**src/rtl/reg_bus_arbiter_if.sv**
```systemverilog
// Requester and register-bus signal bundle for reg_bus_arbiter.
// The master modport is the arbiter's view; the slave modport is the requesters' and bus slave's view.
interface reg_bus_arbiter_if #(
  parameter int ADDR_W = 32,
  parameter int DATA_W = 8
);
  logic              req0;
  logic              dir0;
  logic [ADDR_W-1:0] addr0;
  logic [DATA_W-1:0] wdata0;
  logic              done0;
  logic              req1;
  logic              dir1;
  logic [ADDR_W-1:0] addr1;
  logic [DATA_W-1:0] wdata1;
  logic              done1;
  logic [DATA_W-1:0] rsp_rdata;
  logic              bus_enable;
  logic              bus_direction;
  logic [ADDR_W-1:0] bus_addr;
  logic [DATA_W-1:0] bus_wdata;
  logic [DATA_W-1:0] bus_rdata;

  modport master (
    input  req0, dir0, addr0, wdata0, req1, dir1, addr1, wdata1, bus_rdata,
    output done0, done1, rsp_rdata, bus_enable, bus_direction, bus_addr, bus_wdata
  );

  modport slave (
    output req0, dir0, addr0, wdata0, req1, dir1, addr1, wdata1, bus_rdata,
    input  done0, done1, rsp_rdata, bus_enable, bus_direction, bus_addr, bus_wdata
  );
endinterface

```
**src/rtl/reg_bus_arbiter.sv**
```systemverilog
// Two-requester round-robin arbiter/sequencer for the 8-bit register bus.
// Optional grant counters are enabled by defining REG_BUS_ARB_STATS_EN.
module reg_bus_arbiter #(
  parameter int ADDR_W = 32,
  parameter int DATA_W = 8,
  parameter int CNT_W  = 16
) (
  input logic                clk,
  input logic                rst_n,
  reg_bus_arbiter_if.master  rb
`ifdef REG_BUS_ARB_STATS_EN
  ,
  output logic [CNT_W-1:0]   gnt_cnt0,
  output logic [CNT_W-1:0]   gnt_cnt1
`endif
);

  typedef enum logic [1:0] {IDLE, ISSUE, RD_WAIT, DONE} state_t;

  state_t            state_r;
  logic              last_grant_r;
  logic              gnt_id_r;
  logic              bus_enable_r;
  logic              bus_dir_r;
  logic [ADDR_W-1:0] bus_addr_r;
  logic [DATA_W-1:0] bus_wdata_r;
  logic [DATA_W-1:0] rsp_rdata_r;
  logic              done0_r;
  logic              done1_r;

  logic              grant_s;
  logic              pick_s;
  logic              win_dir_s;
  logic [ADDR_W-1:0] win_addr_s;
  logic [DATA_W-1:0] win_wdata_s;

  // Round-robin winner selection and mux of the winner's request fields
  always_comb begin
    grant_s = rb.req0 | rb.req1;
    if (rb.req0 && rb.req1) begin
      pick_s = ~last_grant_r;
    end else if (rb.req1) begin
      pick_s = 1'b1;
    end else begin
      pick_s = 1'b0;
    end
    if (pick_s) begin
      win_dir_s   = rb.dir1;
      win_addr_s  = rb.addr1;
      win_wdata_s = rb.wdata1;
    end else begin
      win_dir_s   = rb.dir0;
      win_addr_s  = rb.addr0;
      win_wdata_s = rb.wdata0;
    end
  end

  // Transaction sequencer; done is raised on entry to DONE so it is high exactly in that cycle
  always_ff @(posedge clk or negedge rst_n) begin
    if (!rst_n) begin
      state_r      <= IDLE;
      last_grant_r <= 1'b1;
      gnt_id_r     <= 1'b0;
      bus_enable_r <= 1'b0;
      bus_dir_r    <= 1'b0;
      bus_addr_r   <= '0;
      bus_wdata_r  <= '0;
      rsp_rdata_r  <= '0;
      done0_r      <= 1'b0;
      done1_r      <= 1'b0;
    end else begin
      done0_r <= 1'b0;
      done1_r <= 1'b0;
      case (state_r)
        IDLE: begin
          if (grant_s) begin
            bus_enable_r <= 1'b1;
            bus_dir_r    <= win_dir_s;
            bus_addr_r   <= win_addr_s;
            bus_wdata_r  <= win_wdata_s;
            gnt_id_r     <= pick_s;
            last_grant_r <= pick_s;
            state_r      <= ISSUE;
          end else begin
            state_r <= IDLE;
          end
        end
        ISSUE: begin
          bus_enable_r <= 1'b0;
          if (bus_dir_r) begin
            done0_r <= ~gnt_id_r;
            done1_r <= gnt_id_r;
            state_r <= DONE;
          end else begin
            state_r <= RD_WAIT;
          end
        end
        RD_WAIT: begin
          rsp_rdata_r <= rb.bus_rdata;
          done0_r     <= ~gnt_id_r;
          done1_r     <= gnt_id_r;
          state_r     <= DONE;
        end
        DONE: begin
          state_r <= IDLE;
        end
        default: begin
          bus_enable_r <= 1'b0;
          state_r      <= IDLE;
        end
      endcase
    end
  end

  assign rb.bus_enable    = bus_enable_r;
  assign rb.bus_direction = bus_dir_r;
  assign rb.bus_addr      = bus_addr_r;
  assign rb.bus_wdata     = bus_wdata_r;
  assign rb.rsp_rdata     = rsp_rdata_r;
  assign rb.done0         = done0_r;
  assign rb.done1         = done1_r;

`ifdef REG_BUS_ARB_STATS_EN
  localparam logic [CNT_W-1:0] CNT_ONE = {{(CNT_W-1){1'b0}}, 1'b1};
  localparam logic [CNT_W-1:0] CNT_MAX = {CNT_W{1'b1}};

  logic [CNT_W-1:0] gnt_cnt0_r;
  logic [CNT_W-1:0] gnt_cnt1_r;

  // Saturating per-requester grant counters
  always_ff @(posedge clk or negedge rst_n) begin
    if (!rst_n) begin
      gnt_cnt0_r <= '0;
      gnt_cnt1_r <= '0;
    end else if ((state_r == IDLE) && grant_s) begin
      if (!pick_s && (gnt_cnt0_r != CNT_MAX)) begin
        gnt_cnt0_r <= gnt_cnt0_r + CNT_ONE;
      end else if (pick_s && (gnt_cnt1_r != CNT_MAX)) begin
        gnt_cnt1_r <= gnt_cnt1_r + CNT_ONE;
      end else begin
        gnt_cnt0_r <= gnt_cnt0_r;
      end
    end else begin
      gnt_cnt0_r <= gnt_cnt0_r;
    end
  end

  assign gnt_cnt0 = gnt_cnt0_r;
  assign gnt_cnt1 = gnt_cnt1_r;
`endif

endmodule

```
**src/flat_wrapper.sv**
```systemverilog
// flat-port wrapper written by rule: the top's interface ports become plain ports
module reg_bus_arbiter_flat 
#(
  parameter int ADDR_W = 32,
  parameter int DATA_W = 8,
  parameter int CNT_W  = 16
)
  (clk, rst_n, rb_req0, rb_dir0, rb_addr0, rb_wdata0, rb_req1, rb_dir1, rb_addr1, rb_wdata1, rb_bus_rdata, rb_done0, rb_done1, rb_rsp_rdata, rb_bus_enable, rb_bus_direction, rb_bus_addr, rb_bus_wdata);
  reg_bus_arbiter_if #(.ADDR_W(ADDR_W), .DATA_W(DATA_W)) rb_i ();
  input logic clk;
  input logic rst_n;
  input wire logic [$bits(rb_i.req0)-1:0] rb_req0;
  input wire logic [$bits(rb_i.dir0)-1:0] rb_dir0;
  input wire logic [$bits(rb_i.addr0)-1:0] rb_addr0;
  input wire logic [$bits(rb_i.wdata0)-1:0] rb_wdata0;
  input wire logic [$bits(rb_i.req1)-1:0] rb_req1;
  input wire logic [$bits(rb_i.dir1)-1:0] rb_dir1;
  input wire logic [$bits(rb_i.addr1)-1:0] rb_addr1;
  input wire logic [$bits(rb_i.wdata1)-1:0] rb_wdata1;
  input wire logic [$bits(rb_i.bus_rdata)-1:0] rb_bus_rdata;
  output wire logic [$bits(rb_i.done0)-1:0] rb_done0;
  output wire logic [$bits(rb_i.done1)-1:0] rb_done1;
  output wire logic [$bits(rb_i.rsp_rdata)-1:0] rb_rsp_rdata;
  output wire logic [$bits(rb_i.bus_enable)-1:0] rb_bus_enable;
  output wire logic [$bits(rb_i.bus_direction)-1:0] rb_bus_direction;
  output wire logic [$bits(rb_i.bus_addr)-1:0] rb_bus_addr;
  output wire logic [$bits(rb_i.bus_wdata)-1:0] rb_bus_wdata;
  assign rb_i.req0 = rb_req0;
  assign rb_i.dir0 = rb_dir0;
  assign rb_i.addr0 = rb_addr0;
  assign rb_i.wdata0 = rb_wdata0;
  assign rb_i.req1 = rb_req1;
  assign rb_i.dir1 = rb_dir1;
  assign rb_i.addr1 = rb_addr1;
  assign rb_i.wdata1 = rb_wdata1;
  assign rb_i.bus_rdata = rb_bus_rdata;
  assign rb_done0 = rb_i.done0;
  assign rb_done1 = rb_i.done1;
  assign rb_rsp_rdata = rb_i.rsp_rdata;
  assign rb_bus_enable = rb_i.bus_enable;
  assign rb_bus_direction = rb_i.bus_direction;
  assign rb_bus_addr = rb_i.bus_addr;
  assign rb_bus_wdata = rb_i.bus_wdata;
  reg_bus_arbiter #(.ADDR_W(ADDR_W), .DATA_W(DATA_W), .CNT_W(CNT_W)) u_core (.clk(clk), .rst_n(rst_n), .rb(rb_i));
endmodule
```
**config.mk**
```make
export PLATFORM = sky130hd
export DESIGN_NAME = reg_bus_arbiter_flat
export DESIGN_NICKNAME = d
export VERILOG_FILES = /design/src/rtl/reg_bus_arbiter_if.sv /design/src/rtl/reg_bus_arbiter.sv /design/src/flat_wrapper.sv
export SDC_FILE = /design/constraint.sdc
export NUM_CORES = 1
export LEC_CHECK = 0
export ABC_AREA = 0
export CAP_MARGIN = 25
export CORE_UTILIZATION = 35
export CTS_CLUSTER_DIAMETER = 200
export DETAILED_ROUTE_END_ITERATION = 10
export PLACE_DENSITY = 0.85
export SLEW_MARGIN = 20
export SYNTH_ARGS = -nofsm -noshare
export SYNTH_HDL_FRONTEND = slang
export SYNTH_SLANG_ARGS = --single-unit
```
**constraint.sdc**
```tcl
create_clock -name clk -period 1.5 [get_ports clk]
set_input_delay 0.3 -clock clk [delete_from_list [all_inputs] [get_ports clk]]
set_output_delay 0.3 -clock clk [all_outputs]
set_load 0.02 [all_outputs]
```
=== Word level (Yosys, flattened, before mapping) ===
Index checks and enable logic that the tools add are counted.

* Equality and inequality tests: 4
* Muxes and demuxes: 14
* Bitwise operators: 3
* Reduce and logical (&&, ||, !) cells: 5

{| class="wikitable"
|+ Operator list
! operator !! count
|-
| 32-bit two-way mux || 1
|-
| 1-bit two-way mux || 8
|-
| 8-bit two-way mux || 1
|-
| 2-bit one-hot mux with 4 select lines || 1
|-
| 1-bit one-hot mux with 2 select lines || 3
|-
| 2-bit equality test (second input constant) || 2
|-
| 2-bit AND reduction || 2
|-
| 2-bit by 1-bit equality test with 1-bit output (second input constant) || 1
|-
| 2-bit zero test || 1
|-
| 2-bit by 1-bit != test with 1-bit output (second input constant) || 1
|-
| 1-bit inverter || 2
|-
| 2-bit nonzero test || 1
|-
| 1-bit logical AND || 1
|-
| 1-bit bitwise OR || 1
|}

* Flip-flop bits (word level): 56
* Bits of input ports: 94
* Word-level logic and storage cells: 36

=== Depth between registers and ports, before layout ===
* Depth after elaboration: 3
* Gate-level depth with buffers: 7

=== Worst setup path after synthesis ===
No wires, ideal clock.

* Path type: register to register
* Start: reg u_core.state_r[0]
* End: reg u_core.bus_addr_r[24], in the netlist u_core.rb.bus_addr[24]
* Arrival time: 1.218 ns
* Setup slack: 0.161 ns
* Stages on the path, launching flop included: 8
* Period minus slack after synthesis: 1.339 ns
* Path through: dfrtp_1 -> inv_1 -> ha_1 -> o21a_1 -> buf_4 -> buf_4 -> nor2_1 -> a21oi_2

* Word-level cells in the longest chain between the ends: 2

{| class="wikitable"
|+ Ends and longest elaborated chain
! element !! RTL line !! text
|-
| start, declared || reg_bus_arbiter.sv:20 || <nowiki>state_t state_r;</nowiki>
|-
| start signal, assigned || reg_bus_arbiter.sv:61 || <nowiki>state_r <= IDLE;</nowiki>
|-
| start signal, assigned || reg_bus_arbiter.sv:83 || <nowiki>state_r <= ISSUE;</nowiki>
|-
| start signal, assigned || reg_bus_arbiter.sv:85 || <nowiki>state_r <= IDLE;</nowiki>
|-
| 2-bit zero test || reg_bus_arbiter.sv:74 || <nowiki>case (state_r)</nowiki>
|-
| 2-bit AND reduction (no line) || -- ||
|-
| end signal, assigned || reg_bus_arbiter.sv:79 || <nowiki>bus_addr_r <= win_addr_s;</nowiki>
|-
| end, declared || reg_bus_arbiter.sv:25 || <nowiki>logic [ADDR_W-1:0] bus_addr_r;</nowiki>
|}

No other way between the ends.
A chain may end at the register's enable or synchronous reset.

=== Worst setup path in the final report ===
* Start: reg u_core.state_r[0]
* End: reg u_core.bus_addr_r[6], in the netlist u_core.rb.bus_addr[6]

The elaborated chain is that of the path after synthesis.

==> key figures <==
STA
  • Fin. Hold Viols: 0
  • PnR worst setup slack: 0.07476 ns
  • Relative slew slack: 74.52%
  • Clock Skews: 0.009168 ns
  • RSZ-0062 raised after global routing: no
  • FMAX: 0.7016 GHz
  • Fin crit share: 95.02%
  • Slew @ Worst Pin: 0.3822 ns
  • Fin crit period: 1.425 ns
  • Fin. max-slew vios: 0
  • Final setup violation count: 0

Worst hold path
  • HP Class: input port to register
  • Hold Crit Start: rb_req1

Detailed routing
  • Routed Antenna Nets: 0
  • Met2 WL post-DR: 3789 um
  • Met3 routed WL: 657 um
  • DR vias: 2511
  • DR vias/cell: 4.847
  • Metal1 wirelength: 2893 um
  • Pre-antenna DRT Iters: 4
  • Initial DRC Count: 62
  • DR DRC count: 0
  • Routed Wire Length: 7403 um
  • Wire per inst: 14.29 um
  • Top Layer Used: met4

Floorplan
  • FP Rows: 30
  • Initial Util: 37.03%
  • Die ar.: 7733 um^2
  • Die height: 87.94 um
  • Die W: 87.94 um
  • IO Count: 146
  • Core area: 6982 um^2

Finish
  • FF/Latch Area: 1403 um^2
  • N_diodes: 0
  • NumNets Final: 521
  • Post-Layout Cell Count: 518
  • Share of layout cells above drive strength 1: 9.005%
  • FILL cells: 631
  • Multi-input gate area: 1027 um^2
  • Layout Utilization: 60.73%
  • Area growth syn-to-layout: 64.04%

Logic synthesis
  • Cells after Synth: 273
  • Yosys top cell by area: dfrtp_1
  • Syn nets: 373
  • Area of the mapped netlist: 2585 um^2
  • Yosys top cell area share: 53.24%
  • Primary FF master, synth: dfrtp_1
  • Top area cells in the synthesized netlist: dfrtp_1 (53%), a21oi_1 (16%), nand2_1 (6.1%)
  • Synthesized area per cell: 9.469 um^2
  • EDFF count, synth: 0
  • Sequential area share after synthesis: 54.26%
  • Cell variety after synth: 22
  • Seq cells post-synth: 56
  • Async set or reset register ratio after synthesis: 100.0%
  • Synth warn: 0

Placement
  • Gpl congestion: 0.7454
  • PortBufs: 145
  • DP Wirelength: 5432 um
  • DP Worst Slack: -0.2400 ns
  • Placed Cells: 509

Global routing
  • Initial antenna violation count: 0
  • First-pass GRT wire length: 11760 um
  • Grt total ovfl: 0
  • GRT Total Usage: 19.84%
  • Vias in the first global route: 2513
  • Largest net degree at the start of global routing: 31

Pwr
  • Total Power: 7903 uW
  • Pwr dens: 1864 nW/um^2
  • Leakage power: 0.001881 uW
  • Highest ir drop seen on vdd: 0.7412 mV

Worst setup path
  • CP startpoint: u_core.state_r[0]
  • Worst reg2reg path startpoint: u_core.state_r[0]
  • Critical Path End Type: register
  • Crit path arrival time: 1.62 ns
  • Critical path data required time: 1.69 ns
  • CP startpoint kind: register
  • Critical Path Fanout Max: 22
  • Setup CP Type: register to register

Clock network
  • TritonCTS clock tree: done
  • Root Buffer: clkbuf_8
  • Clk buf depth: 2
  • Clk_lat worst skew: 0.31 ns
  • Clock-pin slew on the worst setup and hold paths: 0.10 ns
  • # clock sinks: 56
  • H-Tree Depth: 2
  • CTS Buf Count: 5

Status
  • Outcome: finished clean

Run
  • Maxcap violations: 0
-- repair_timing --
item,4_1_cts,5_1_grt
setup endpoints to repair,69,43
endpoints found under the hold margin,22,0
hold buffers,1,0
setup buffers,0,0
resized for setup,55,3
-- kinds of logic after synthesis --
family / share of synthesized area (%)
fa+ha+maj: 2.904
flops: 54.26
simple gates: 12.68
compound gates: 19.51
buf+inv: 6.776
mux: 3.872
-- layout make-up --
cell class              instances  share of cell area (%)
flip-flops and latches         56                   33.08
well taps                      96                   2.833
clock buffers                   6                   1.711
multi-input cells             194                   24.23
inverters                       4                  0.3541
clock inverters                 2                  0.2951
repair buffers                160                   37.50
-- power breakdown --
group / switching [uW] / total, uW / internal (uW)
sequential: 402 / 2680 / 2280
combinational: 2470 / 4400 / 1940
clock: 487 / 815 / 328
-- worst paths after layout --
kind                       slack, ns  cells after the start                      to
setup / recovery                0.07                      7   u_core.rb.bus_addr[6]
hold / removal                  0.41                      3     u_core.last_grant_r
setup reg to reg                0.07                      7   u_core.rb.bus_addr[6]
hold reg to reg                 0.48                      1         u_core.rb.done0
max in group asynchronous       0.62                      3     u_core.last_grant_r
min in group asynchronous       0.54                      3  u_core.rb.bus_addr[21]
-- per-layer routing --
metal  global-route usage, %  vias up
met5                       0        -
met4                   4.918        0
met3                   6.126        6
met2                   35.87      115
met1                   22.74     1188
li1                        -     1202
-- cells in the mapped netlist, types with 2 or more instances --
library cell   n
ha_1           6
mux2_2         8
o21ai_0        2
buf_2          5
nand2_1       42
dfrtp_1       55
inv_1          4
nor2_1        41
buf_6          8
a21oi_1       84
a21oi_2        2
buf_4          6
-- cells in the final DEF, fill, tap and decap left out, types with 2 or more instances in the layout --
cell and n:
clkdlybuf4s50_1 91, a21oi_1 84, dfrtp_1 55, dlygate4sd2_1 52, nand2_1 42, nor2_1 41
mux2_2 8, buf_12 7, buf_4 6, ha_1 5, clkbuf_8 5, inv_2 2
o21ai_0 2, inv_1 2, a21oi_2 2
-- stage by stage --
stage,hold WS (ns),TNS (ns),instance area [um^2]
2_1_floorplan,0.004409,0,2585
3_3_place_gp,0.3370,-6.419,4192
3_5_place_dp,0.3304,-7.825,4192
4_1_cts,0.4806,0,4238
5_1_grt,0.4179,0,4240
6_report,0.4090,0,4240
-- critical path, stage by stage (launching register included) --
cell and delay (ns):
dfrtp_1 0.40, inv_2 0.11, ha_4 0.17, buf_4 0.12, o21ai_4 0.07, buf_12 0.17
a21oi_1 0.16, a21oi_1 0.10
-- state kept, by name, indices dropped and copies added, names as in the netlist --
| signal | cells |
|---|---|
| u_core.rb.bus_direction | 1 |
| u_core.rb.bus_wdata | 8 |
| u_core.rb.done1 | 1 |
| u_core.rb.done0 | 1 |
| u_core.rb.bus_enable | 1 |
| u_core.last_grant_r | 1 |
| u_core.state_r | 2 |
| u_core.rb.rsp_rdata | 8 |
| u_core.gnt_id_r | 1 |
| u_core.rb.bus_addr | 32 |
No activity file was read; power rests on OpenSTA's default activity.
